### src/rtl/icache_fill_ctrl.sv
`default_nettype none
// ============================================================================
// Module  : icache_fill_ctrl
// Brief   : Direct-mapped I-cache lookup and 64-byte line refill controller.
// Revision: 1.0
// ============================================================================
module icache_fill_ctrl #(
    parameter int SET_WIDTH   = 4,
    parameter int STATE_WIDTH = 2,
    parameter int TAG_WIDTH   = 22
) (
    input  logic                             clk,
    input  logic                             rst_n,
    input  logic                             i_cpu_req,
    input  logic [31:0]                      i_cpu_addr,
    output logic                             o_cpu_ready,
    output logic [31:0]                      o_cpu_rdata,
    output logic [SET_WIDTH-1:0]             o_st_rw_addr,
    output logic                             o_st_w_en,
    output logic [STATE_WIDTH+TAG_WIDTH-1:0] o_st_w_state_tag,
    input  logic [STATE_WIDTH+TAG_WIDTH-1:0] i_st_r_state_tag,
    output logic [SET_WIDTH+3:0]             o_dr_addr,
    output logic                             o_dr_w_en,
    output logic [31:0]                      o_dr_wdata,
    input  logic [31:0]                      i_dr_rdata,
    output logic                             o_mem_arvalid,
    output logic [31:0]                      o_mem_araddr,
    output logic [7:0]                       o_mem_arlen,
    input  logic                             i_mem_arready,
    input  logic                             i_mem_rvalid,
    input  logic [31:0]                      i_mem_rdata,
    input  logic                             i_mem_rlast,
    output logic                             o_mem_rready
);

    localparam logic [STATE_WIDTH-1:0] c_ST_INVALID = STATE_WIDTH'(2'b10);
    localparam logic [STATE_WIDTH-1:0] c_ST_RSVD    = STATE_WIDTH'(2'b11);
    localparam logic [STATE_WIDTH-1:0] c_ST_CLEAN   = STATE_WIDTH'(2'b01);
    localparam logic [7:0]             c_ARLEN      = 8'd15;
    localparam logic [3:0]             c_LAST_WORD  = 4'd15;

    typedef enum logic [2:0] {
        S_IDLE   = 3'd0,
        S_LOOKUP = 3'd1,
        S_AR     = 3'd2,
        S_REFILL = 3'd3,
        S_UPDATE = 3'd4
    } state_t;

    state_t      r_state;
    logic [31:0] r_req_addr;
    logic [3:0]  r_beat;
    logic [31:0] r_fill_word;
    logic        r_arvalid;
    logic        r_rready;
    logic        r_update;

    logic [SET_WIDTH-1:0]   w_req_set;
    logic [TAG_WIDTH-1:0]   w_req_tag;
    logic [3:0]             w_req_word;
    logic [STATE_WIDTH-1:0] w_rd_state;
    logic [TAG_WIDTH-1:0]   w_rd_tag;
    logic                   w_hit;
    logic                   w_beat_acc;
    logic                   w_last_beat;
    logic                   w_unused;

    assign w_req_set  = r_req_addr[6 +: SET_WIDTH];
    assign w_req_tag  = r_req_addr[31 -: TAG_WIDTH];
    assign w_req_word = r_req_addr[5:2];
    assign w_rd_state = i_st_r_state_tag[STATE_WIDTH+TAG_WIDTH-1 -: STATE_WIDTH];
    assign w_rd_tag   = i_st_r_state_tag[TAG_WIDTH-1:0];
    assign w_unused   = ^r_req_addr[1:0];

    // Tag RAM output here belongs to the read issued from IDLE for this request.
    assign w_hit = (r_state == S_LOOKUP) && (w_rd_state != c_ST_INVALID) &&
                   (w_rd_state != c_ST_RSVD) && (w_rd_tag == w_req_tag);

    assign w_beat_acc  = r_rready && i_mem_rvalid;
    assign w_last_beat = w_beat_acc && (i_mem_rlast || (r_beat == c_LAST_WORD));

    always_ff @(posedge clk) begin
        if (!rst_n) begin
            r_state     <= S_IDLE;
            r_req_addr  <= '0;
            r_beat      <= '0;
            r_fill_word <= '0;
            r_arvalid   <= 1'b0;
            r_rready    <= 1'b0;
            r_update    <= 1'b0;
        end else begin
            case (r_state)
                S_IDLE: begin
                    if (i_cpu_req) begin
                        r_req_addr <= i_cpu_addr;
                        r_state    <= S_LOOKUP;
                    end
                end
                S_LOOKUP: begin
                    if (w_hit) begin
                        r_state <= S_IDLE;
                    end else begin
                        r_arvalid <= 1'b1;
                        r_state   <= S_AR;
                    end
                end
                S_AR: begin
                    if (i_mem_arready) begin
                        r_arvalid <= 1'b0;
                        r_rready  <= 1'b1;
                        r_beat    <= '0;
                        r_state   <= S_REFILL;
                    end
                end
                S_REFILL: begin
                    if (w_beat_acc) begin
                        r_beat <= r_beat + 4'd1;
                        if (r_beat == w_req_word) begin
                            r_fill_word <= i_mem_rdata;
                        end
                        if (w_last_beat) begin
                            r_rready <= 1'b0;
                            r_update <= 1'b1;
                            r_state  <= S_UPDATE;
                        end
                    end
                end
                S_UPDATE: begin
                    r_update <= 1'b0;
                    r_state  <= S_IDLE;
                end
                default: begin
                    r_arvalid <= 1'b0;
                    r_rready  <= 1'b0;
                    r_update  <= 1'b0;
                    r_state   <= S_IDLE;
                end
            endcase
        end
    end

    assign o_cpu_ready      = w_hit || r_update;
    assign o_cpu_rdata      = w_hit ? i_dr_rdata : (r_update ? r_fill_word : 32'd0);
    assign o_st_rw_addr     = (r_state == S_IDLE) ? i_cpu_addr[6 +: SET_WIDTH] : w_req_set;
    assign o_st_w_en        = r_update;
    assign o_st_w_state_tag = {c_ST_CLEAN, w_req_tag};
    // Refill beats land at {set, beat}; otherwise the RAM follows the fetch address.
    assign o_dr_addr        = (r_state == S_IDLE)   ? i_cpu_addr[2 +: SET_WIDTH+4] :
                              (r_state == S_REFILL) ? {w_req_set, r_beat} :
                                                      r_req_addr[2 +: SET_WIDTH+4];
    assign o_dr_w_en        = w_beat_acc;
    assign o_dr_wdata       = i_mem_rdata;
    assign o_mem_arvalid    = r_arvalid;
    assign o_mem_araddr     = {r_req_addr[31:6], 6'b0};
    assign o_mem_arlen      = c_ARLEN;
    assign o_mem_rready     = r_rready;

endmodule
`default_nettype wire

### config.mk
export PLATFORM = sky130hd
export DESIGN_NAME = icache_fill_ctrl
export DESIGN_NICKNAME = d
export VERILOG_FILES = /design/src/rtl/icache_fill_ctrl.sv
export SDC_FILE = /design/constraint.sdc
export NUM_CORES = 1
export LEC_CHECK = 0
export ABC_AREA = 1
export BUFFER_PORTS_ARGS = -buffer_cell sky130_fd_sc_hd__buf_2
export CORE_ASPECT_RATIO = 0.5
export CORE_UTILIZATION = 48
export CTS_CLUSTER_DIAMETER = 60
export DETAILED_ROUTE_END_ITERATION = 7
export PLACE_DENSITY = 0.92
export SLEW_MARGIN = 20
export SYNTH_ARGS = -nofsm -noshare
export SYNTH_HDL_FRONTEND = slang
export SYNTH_SLANG_ARGS = --single-unit
export TNS_END_PERCENT = 30
### constraint.sdc
create_clock -name clk -period 3.5 [get_ports clk]
set_clock_uncertainty 0.15 [all_clocks]
set_input_delay 0.35 -clock clk [delete_from_list [all_inputs] [get_ports clk]]
set_output_delay 0.35 -clock clk [all_outputs]
set_load 0.02 [all_outputs]
; Yosys cells after proc, flatten, opt, wreduce, memory -nomap -nowiden
; Index checks and enable logic that the tools add are counted.
[op_classes]
n_bitwise = 3
mux = 24
n_eq_ne = 14
n_reduce_logical = 19
n_addsub = 1
[op_table]
columns = op, n
row1 = $mux 32, 2
row2 = $eq 22x22->1, 1
row3 = $mux 4, 4
row4 = $ne 2x2->1 const B, 7
row5 = $mux 3, 4
row6 = $pmux 3 s4, 1
row7 = $reduce_and 3->1, 4
row8 = $reduce_or 3->1, 3
row9 = $mux 8, 1
row10 = $pmux 4 s2, 1
row11 = $reduce_and 4->1, 2
row12 = $mux 1, 7
row13 = $eq 3x2->1 const B, 2
row14 = $pmux 1 s3, 2
row15 = $logic_and 1x1->1, 5
row16 = $add 4x1->4 const B, 1
row17 = $eq 4x4->1, 1
row18 = $eq 4x4->1 const B, 1
row19 = $eq 3x1->1 const B, 1
row20 = $eq 3x3->1 const B, 1
row21 = $logic_not 3->1, 1
row22 = $not 1->1, 3
row23 = $logic_or 1x1->1, 2
row24 = $mux 2, 1
row25 = 3 further kinds, 3
[totals]
input_bits = 126
out_inout_bits = 145
reg_bits = 74
wordCells = 68

; Longest topological paths before layout
; Gate-level depths: netlist of run 1.
[logic_depth]
ltp_word = 6
depth_mapped = 11
depth_no_buf = 10

; Worst setup path before layout of run 1
; OpenSTA, ideal clock, no wires.
[synth_path]
path_kind = reg2out
from = reg r_state[0]
to = out o_st_rw_addr[0]
path_stages_with_launch = 7
required_time_ns = 3.000
setup_slack_ns = 1.427
arrival_time_ns = 1.573
path_buffers = 2
cell_sequence = dfxtp_1 -> nor2_1 -> nand2_1 -> inv_2 -> clkbuf_1 -> o21ai_0 -> buf_4
[synth_via]
elab_chain_cells = 2
[synth_rtl]
columns = item, line_no
row1 = from (decl), 50  ; state_t r_state;
row2 = from (signal assigned), 84  ; r_state <= S_IDLE;
row3 = from (signal assigned), 96  ; r_state <= S_LOOKUP;
row4 = from (signal assigned), 101  ; r_state <= S_IDLE;
row5 = $logic_not 3->1, 144  ; assign o_st_rw_addr = (r_state == S_IDLE) ? i_cpu_addr[6 +: SET_WIDTH] : w_req_set;
row6 = $mux 4, 144
row7 = to (decl), 18  ; output logic [SET_WIDTH-1:0] o_st_rw_addr,
; Every way passes these cells.

; Worst setup path in the final report of run 1
[layout_path]
from = reg r_state[0]
to = out o_cpu_rdata[16]
[layout_via]
elab_chain_cells = 5
[layout_rtl]
columns = item, line_no
row1 = $eq 3x1->1, 76  ; assign w_hit = (r_state == S_LOOKUP) && (w_rd_state != c_ST_INVALID) &&
row2 = $logic_and 1x1->1 (2 in a row), 76
row3 = $logic_and 1x1->1, 77  ; (w_rd_state != c_ST_RSVD) && (w_rd_tag == w_req_tag);
row4 = $mux 32, 143  ; assign o_cpu_rdata = w_hit ? i_dr_rdata : (r_update ? r_fill_word : 32'd0);
row5 = to (decl), 17  ; output logic [31:0] o_cpu_rdata,
; Every way passes these cells.

==> results of run 1 <==
registers in the layout, indices dropped and copies added, names as in the netlist:
register / flops
r_beat: 4
r_fill_word: 32
o_mem_rready: 1
r_state: 3
o_mem_arvalid: 1
o_st_w_en: 1
r_req_addr: 30
power breakdown:
group | leakage [nW] | internal [mW] | switching [mW]
Clock | 0.141 | 0.551 | 0.341
Sequential | 0.587 | 0.942 | 0.106
Combinational | 2.08 | 0.403 | 0.872
through the flow:
step | cell area, um2 | setup WS (ns)
5_1_grt | 5480 | 0.0748
3_3_place_gp | 5180 | 0.808
6_report | 5480 | 0.381
2_1_floorplan | 4680 | 1.43
3_5_place_dp | 5180 | 0.745
4_1_cts | 5480 | 0.369
layout make-up:
cell class | instances | area (um2) | share of cell area (%)
Clock inverter | 7 | 72.6 | 1.32
Multi-Input combinational cell | 404 | 1940 | 35.4
Inverter | 94 | 353 | 6.44
Tap cell | 117 | 146 | 2.67
Sequential cell | 72 | 1440 | 26.3
Clock buffer | 9 | 225 | 4.11
Timing Repair Buffer | 257 | 1300 | 23.7
layer usage:
metal	vias to the layer above	routed length (um)	GRT usage, %	part of all wire [%]
met5	-	0	0	0
met4	0	73	6.04	0.65
met2	154	5770	41.2	51
met1	1997	4890	23.7	43
li1	2354	-	-	-
met3	6	555	5.15	4.9
worst max-delay path, delay by kind of cell, from the launching register on:
| family | cells | cell delay [ns] |
|---|---|---|
| compound gates | 1 | 0.15 |
| flops | 1 | 0.44 |
| simple gates | 5 | 1.09 |
| buf+inv | 2 | 0.62 |
synth_stat cells (all sizes together):
cell type  number  area (um2)
a211oi          3        27.5
a21oi         104         618
a31oi           3        18.8
buf           114         878
clkbuf         18        67.6
clkinv          1        3.75
conb            2        7.51
dfxtp          72        1440
ha              1        12.5
inv            93         349
nand2         124         465
nand3           9        62.6
nand4           1        6.26
nor2           63         236
nor3            2        10.0
nor4            1        6.26
o21ai          74         389
o22ai           1        6.26
o31ai           1        7.51
xor2            1        8.76
how the worst max path moves through the flow:
stage                           startpoint               to  depth (start not counted)
6_report           r_state[0]$_SDFFE_PN0P_  o_cpu_rdata[16]                          8
5_1_grt            r_state[0]$_SDFFE_PN0P_  o_cpu_rdata[23]                          9
4_1_cts            r_state[0]$_SDFFE_PN0P_  o_cpu_rdata[16]                          8
3_5_place_dp   r_req_addr[13]$_SDFFE_PN0P_  o_cpu_rdata[16]                         10
3_3_place_gp          i_st_r_state_tag[18]  o_cpu_rdata[16]                         10
2_1_floorplan      r_state[0]$_SDFFE_PN0P_  o_st_rw_addr[0]                          6
logic make-up after synthesis:
family,share of synthesized area (%)
xor gates and xnor gates,0.189
DFF,31.2
buffers and inverters,28.1
other,0.162
AOI/OAI and AO/OA,23.1
and+or+nand+nor,17.0
adders and majority gates,0.271
cells in the final DEF, fill, tap and decap left out, types with 16 or more instances in the layout:
cell and count:
a21oi_1 78, a21oi_2 26, buf_2 251, conb_1 16, dfxtp_1 72, inv_1 91, nand2_1 124, nor2_1 63
o21ai_0 46, o21ai_1 23
==> flow_metrics.tcl, run 1 <==
set metrics [dict create \
    syn_inst 688 \
    hold_viol_final 0 \
    worst_setup_path_start_kind "register" \
    grt_max_degree 65 \
    fin_crit_ns 3.12 \
    ctsResizeCount 0 \
    via_per_inst 4.70 \
    dr.pass1.iters 4 \
    power_density_nw_per_um2 587 \
    path_clk_slew_ns 0.05 \
    coreArea_um2 9010 \
    post_synth.cell_area_avg_um2 6.72 \
    critPathArrivalTime_ns 2.62 \
    max_freq_mhz 321 \
    min_from "i_mem_rdata[31]" \
    min_path_type "input pin to register" \
    dp_hpwl_um 8460 \
    syn2layout_area_growth_pct 18.5 \
    cts_tree "yes" \
    cts-root-buf "clkbuf_16" \
    critical_path_class "register to primary output" \
    min_period_over_period_pct 89.1 \
    slew_viol_final 0 \
    htree_levels 3 \
    grt_usage_pct 21.4 \
    cp-end-kind "primary output" \
    grt-ovfl-total 0 \
    drc 0 \
    hold-worst-slack_ns 0.150 \
    syn_area_um2 4620 \
    utilization_pct 60.8 \
    initial_core_util_pct 51.3 \
    cts_made_buffers 9 \
    critical-path-slowest-cell "nand3_2" \
    grt_pass1_wl_um 17300 \
    slowest_delay_ns 0.55 \
    ys_seq_area_share_pct 31.2 \
    min_to "r_fill_word[31]$_SDFFE_PN0P_" \
    dp.cells 944 \
    std_cell_rows 24 \
    die_width_um 141 \
    antenna_found_initial 0 \
    worstMarginPinSlew_ns 0.827 \
    ff2ff_setup_slack_ns 1.06 \
    yosysWarnings 0 \
    clock-sinks 72 \
    r2r-end "o_mem_arvalid$_SDFFE_PN0P_" \
    holdBufCountCts 0 \
    grt_pass1_vias 3930 \
    avgRoutedWirePerCell_um 11.8 \
    diodes 0 \
    worstSkewPairLatency_ns 0.32 \
    routabilityCongestion 0.905 \
    relSlewSlack_pct 44.9 \
    power_mw 3.21 \
    drt_wl_total_um 11300 \
    die_area_um2 10100 \
    setup_viol 0 \
    totalNegativeSetupSlack_ns 0 \
    peakVddDrop_v 0.000253 \
    vias 4511 \
    post-cts-setup-buffers 0 \
    rsz0062_at_grt "no" \
    min_path_cells 3 \
    ant_nets 0 \
    yosysUniqueCellTypes 30 \
    initialDrtViolationCount 174 \
    ys_seq_elements 72 \
    io_pins 271 \
    final_cells 960 \
    path_common_cell "nor2_1" \
    worstPathCellList "nand3_1 > nor2_1 > nand2_1 > nor2_1 > nand3_2 > buf_4 > a21oi_1 > buf_2" \
    power.leakage_nw 2.81 \
    maxCapViolations 0 \
    layout-drive-gt1-share_pct 36.8 \
    status "complete, no violations" \
    nets 965 \
    timing.rr.start "r_state[0]$_SDFFE_PN0P_" \
    clock_path_buffers 2 \
    final.fill_count 835 \
    worst-r2r-cell-count 9 \
    die_h_um 71.4 \
    required_ns 3.00 \
    path_max_fanout 37 \
    io_buffers 251 \
]
(Power assumes the default switching activity.)
==> run 2: changes to the inputs <==
--- a/config.mk
+++ b/config.mk
@@ -8,10 +8,11 @@
 export ABC_AREA = 1
 export BUFFER_PORTS_ARGS = -buffer_cell sky130_fd_sc_hd__buf_2
 export CORE_ASPECT_RATIO = 0.5
-export CORE_UTILIZATION = 48
-export CTS_CLUSTER_DIAMETER = 60
+export CORE_UTILIZATION = 45
+export CTS_CLUSTER_DIAMETER = 80
 export DETAILED_ROUTE_END_ITERATION = 7
-export PLACE_DENSITY = 0.92
+export GPL_ROUTABILITY_DRIVEN = 0
+export PLACE_DENSITY = 0.87
 export SLEW_MARGIN = 20
 export SYNTH_ARGS = -nofsm -noshare
 export SYNTH_HDL_FRONTEND = slang
==> constraint.sdc (replaced) <==
create_clock -name clk -period 2.9 [get_ports clk]
set_clock_uncertainty 0.15 [all_clocks]
set_input_delay 0.29 -clock clk [delete_from_list [all_inputs] [get_ports clk]]
set_output_delay 0.29 -clock clk [all_outputs]
set_load 0.02 [all_outputs]
==> run 2 against run 1 <==
Net effect:
- critical path depth is 1 higher
- first-iteration DRC count is 11% higher
- die area is 6.5% higher
- largest cell class unchanged
- largest power group unchanged
- power is 32% higher
- sequential share of layout area is 0.64 points lower
- register-to-register slack worse by 0.27 ns
- setup slack worse by 0.060 ns
- combinational power is 21% higher
- critical path type unchanged
- routed wire length is 0.85% lower
- worst hold slack worse by 0.070 ns
- highest routed layer unchanged
- cell area is 2.5% higher
==> flow_metrics.tcl, run 2 (same netlist as run 1, synthesis figures left out) <==
set metrics [dict create \
    std_cell_rows 25 \
    diodes 0 \
    die_area_um2 10700 \
    ant_nets 0 \
    power_mw 4.23 \
    layout-drive-gt1-share_pct 36.8 \
    maxCapViolations 0 \
    grt_pass1_wl_um 16900 \
    largestRegisters "r_fill_word: 32 flops, r_req_addr: 30 flops, r_beat: 4 flops" \
    ctsResizeCount 0 \
    power.leakage_nw 2.87 \
    htree_levels 3 \
    holdBufCountCts 0 \
    slowest_delay_ns 0.44 \
    clock_path_buffers 2 \
    utilization_pct 57.9 \
    min_period_over_period_pct 88.9 \
    largest_reg_flops 32 \
    min_path_type "input pin to register" \
    critical_path_class "register to primary output" \
    antenna_found_initial 1 \
    critPathArrivalTime_ns 2.14 \
    peakVddDrop_v 0.000351 \
    relSlewSlack_pct 58.0 \
    required_ns 2.46 \
    post-cts-setup-buffers 0 \
    path_clk_slew_ns 0.06 \
    slew_viol_final 0 \
    fin_area_um2 5620 \
    worstSkewPairLatency_ns 0.33 \
    dr.pass1.iters 4 \
    dp.cells 964 \
    hold_viol_final 0 \
    largest-register "r_fill_word" \
    totalNegativeSetupSlack_ns 0 \
    final_common_cell "buf_2" \
    avgRoutedWirePerCell_um 11.4 \
    cts_made_buffers 9 \
    power_density_nw_per_um2 754 \
    nets 967 \
    cts-root-buf "clkbuf_16" \
    initialDrtViolationCount 194 \
    worstPathCellList "nand3_1 > nor2_1 > nand2_1 > nor2_1 > nand3_2 > buf_4 > nor2_1 > a21oi_1 > buf_2" \
    path_common_cell "nor2_1" \
    setup_viol 0 \
    status "complete, no violations" \
    die_width_um 145 \
    cp-end-kind "primary output" \
    worstMarginPinSlew_ns 0.630 \
    clock-sinks 72 \
    layout_common_cells "251 x buf_2, 124 x nand2_1, 91 x inv_1" \
    worst_slack_ns 0.321 \
    via_per_inst 4.62 \
    vias 4528 \
    path_max_fanout 67 \
    max_freq_mhz 388 \
    dp_hpwl_um 8570 \
    coreArea_um2 9700 \
    grt-ovfl-total 0 \
    io_pins 271 \
    final_cells 980 \
    critical-path-slowest-cell "dfxtp_1" \
    grt_pass1_vias 3793 \
    fin_crit_ns 2.58 \
    syn2layout_area_growth_pct 21.5 \
    placed_area_um2 5230 \
    initial_core_util_pct 47.7 \
    drc 0 \
    hold-worst-slack_ns 0.0798 \
    grt_usage_pct 19.8 \
    grt_max_degree 68 \
    die_h_um 73.7 \
    worst_setup_path_start_kind "register" \
    drt_wl_total_um 11200 \
    rsz0062_at_grt "no" \
    io_buffers 251 \
    cts_tree "yes" \
    pre_cts_ws_ns 0.694 \
]
[run 2: changes by cell type in the layout (fill, tap and decap cells not counted), sizes merged]
cell	delta
buf	+2
bufinv	+4
clkbuf	+1
clkinv	-3
clkinvlp	-2
[run 2: final timing paths]
kind,startpoint,end,slack [ns],cells after the start
worst min register to register,r_fill_word[9]$_SDFFE_PN0P_,r_fill_word[9]$_SDFFE_PN0P_,0.29,2
worst min-delay path,i_mem_rdata[1],r_fill_word[1]$_SDFFE_PN0P_,0.08,3
worst max register to register,r_state[0]$_SDFFE_PN0P_,r_fill_word[6]$_SDFFE_PN0P_,0.79,6
worst max-delay path,r_state[0]$_SDFFE_PN0P_,o_cpu_rdata[20],0.32,9
[run 2: power breakdown]
group | leakage, nW | switching, mW | internal [mW] | total (mW)
Clock | 0.187 | 0.415 | 1.01 | 1.43
Combinational | 2.10 | 1.05 | 0.494 | 1.54
Sequential | 0.587 | 0.128 | 1.14 | 1.27
Total | 2.87 | 1.59 | 2.64 | 4.23
[run 2: final cells by class]
class / instances / area, um2
Tap cell: 135 / 169
Fill cell: 956 / 4080
Multi-Input combinational cell: 404 / 1940
Sequential cell: 72 / 1440
Clock inverter: 6 / 155
Timing Repair Buffer: 259 / 1330
Clock buffer: 10 / 229
Inverter: 94 / 353
[run 2: metal layers]
layer / wire (um) / track usage, % / part of all wire (%)
met5: 0 / 0 / 0
met3: 628 / 4.66 / 5.6
met4: 155 / 7.25 / 1.4
met2: 5580 / 35.8 / 50
met1: 4830 / 23.4 / 43
[run 2: critical path: cells and delay by family (launching register included)]
family,cells,cell delay (ns)
and+or+nand+nor,6,0.78
AOI/OAI and AO/OA,1,0.06
buffers and inverters,2,0.50
DFF,1,0.44
==> run 3: changes to the inputs <==
--- a/config.mk
+++ b/config.mk
@@ -13,6 +13,7 @@
 export DETAILED_ROUTE_END_ITERATION = 7
 export GPL_ROUTABILITY_DRIVEN = 0
 export PLACE_DENSITY = 0.87
+export RECOVER_POWER = 50
 export SLEW_MARGIN = 20
 export SYNTH_ARGS = -nofsm -noshare
 export SYNTH_HDL_FRONTEND = slang
==> run 3 against run 2 <==
Net effect:
- critical endpoint unchanged
- highest routed layer unchanged
- non-clock buffer count is the same
- via count barely moved
- final cell count is the same
- maximum frequency rose by 0.72%
- global-route usage unchanged
- sequential cell count unchanged
- cell area shrank 2.2%
- combinational power fell by 5%
- register-to-register slack got worse by 0.36 ns
- routed wire length increased by 0.21%
==> flow_metrics.tcl, run 3 (same netlist as run 1, synthesis figures left out) <==
set metrics [dict create \
    antenna_found_initial 1 \
    path_clk_slew_ns 0.06 \
    final.fill_count 1012 \
    dr.pass1.iters 4 \
    grtUsageMet1_pct 23.4 \
    drt_wl_total_um 11200 \
    diodes 0 \
    syn2layout_area_growth_pct 18.8 \
    largest_reg_flops 32 \
    path_common_cell "nor2_1" \
    final_cells 980 \
    worst_slack_ns 0.340 \
    worstMarginPinSlew_ns 0.840 \
    critical-path-slowest-cell "dfxtp_1" \
    grt_max_degree 68 \
    pre_cts_ws_ns 0.694 \
    initial_core_util_pct 47.7 \
    htree_levels 3 \
    holdBufCountCts 0 \
    die_h_um 73.7 \
    max_freq_mhz 391 \
    critPathBufInv 2 \
    cts_made_buffers 9 \
    fin_crit_ns 2.56 \
    grt_pass1_vias 3793 \
    drc 0 \
    met3_usage_pct 4.66 \
    critical-path-top-delay-family "simple AND/OR/NAND/NOR gates" \
    cts-root-buf "clkbuf_16" \
    worst_setup_path_start_kind "register" \
    met2_usage_pct 35.8 \
    clock-sinks 72 \
    path_max_fanout 67 \
    utilization_pct 56.6 \
    io_pins 271 \
    slowest_delay_ns 0.43 \
    ctsResizeCount 0 \
    critical_path_class "register to primary output" \
    critPathArrivalTime_ns 2.12 \
    min_path_type "input pin to register" \
    vias 4526 \
    dp.cells 964 \
    via_per_inst 4.62 \
    avgRoutedWirePerCell_um 11.4 \
    ant_nets 0 \
    dp_hpwl_um 8570 \
    nets 967 \
    peakVddDrop_v 0.000350 \
    final_common_cell "buf_2" \
    busiest_layer "met2" \
    worstPathCellList "nand3_1 > nor2_1 > nand2_1 > nor2_1 > nand3_2 > buf_4 > nor2_1 > a21oi_1 > buf_2" \
    power_density_nw_per_um2 758 \
    largestRegisters "r_fill_word: 32 flops, r_req_addr: 30 flops, r_beat: 4 flops" \
    status "complete, no violations" \
    grt_pass1_wl_um 16900 \
    die_width_um 145 \
    layout-drive-gt1-share_pct 26.4 \
    std_cell_rows 25 \
    power.leakage_nw 2.58 \
    totalNegativeSetupSlack_ns 0 \
    post-cts-setup-buffers 0 \
    slew_viol_final 0 \
    largest-register "r_fill_word" \
    maxCapViolations 0 \
    cp-end-kind "primary output" \
    grt_usage_pct 19.8 \
    required_ns 2.46 \
    initialDrtViolationCount 150 \
    io_buffers 251 \
    layout_common_cells "168 x buf_2, 124 x nand2_1, 93 x inv_1" \
    setup_viol 0 \
    cts_tree "yes" \
    grt-ovfl-total 0 \
    rsz0062_at_grt "no" \
    min_period_over_period_pct 88.3 \
    clock_path_buffers 2 \
    coreArea_um2 9700 \
    placed_area_um2 5230 \
    die_area_um2 10700 \
    fin_area_um2 5490 \
    worstSkewPairLatency_ns 0.32 \
    relSlewSlack_pct 44.0 \
    hold_viol_final 0 \
]
==> run 3: changes by cell type in the layout (fill, tap and decap cells not counted), sizes merged <==
cell    before  now
buf        259  174
clkbuf      10   95
==> run 3: final timing paths <==
kind | start | to | slack [ns] | cells after the start
max | r_state[0]$_SDFFE_PN0P_ | o_cpu_rdata[20] | 0.34 | 9
min | i_mem_rdata[1] | r_fill_word[1]$_SDFFE_PN0P_ | 0.08 | 3
max reg2reg | r_state[0]$_SDFFE_PN0P_ | r_fill_word[22]$_SDFFE_PN0P_ | 0.43 | 6
min reg2reg | r_fill_word[9]$_SDFFE_PN0P_ | r_fill_word[9]$_SDFFE_PN0P_ | 0.29 | 2
==> run 3: stage by stage <==
step / hold slack (ns) / total power, mW
floorplan: 0.274 / 2.63
global placement: 0.282 / 2.79
detailed placement: 0.284 / 2.82
CTS: 0.0707 / 4.27
global route: 0.0932 / 4.41
finish: 0.0840 / 4.17
==> run 3: cell type report <==
cell class	instances	area [um2]	share of cell area (%)
sequential	72	1440	26.2
tap	135	169	3.08
clock buffer	10	229	4.17
clock inverter	6	155	2.82
multi-input combinational	404	1930	35.1
timing repair buffer	259	1220	22.2
inverter	94	353	6.42
==> run 3: power by group <==
group	leakage (nW)	internal [mW]	total [mW]	switching, mW
logic	1.80	0.428	1.47	1.04
clock network	0.187	1.01	1.43	0.415
registers	0.587	1.14	1.27	0.132
total	2.58	2.58	4.17	1.59
==> run 3: per-layer routing <==
layer | up-vias | wire length (um)
met4 | 0 | 131
met5 | - | 0
met1 | 2017 | 4900
met3 | 13 | 579
met2 | 142 | 5600
li1 | 2354 | -
==> run 3: worst register-to-register path: cells and delay by family (launching register included) <==
kind                   cells  cell delay, ns
AO/OA/AOI/OAI              3            0.50
buffers and inverters      1            0.42
flip-flops                 1            0.43
AND/OR/NAND/NOR            2            0.87
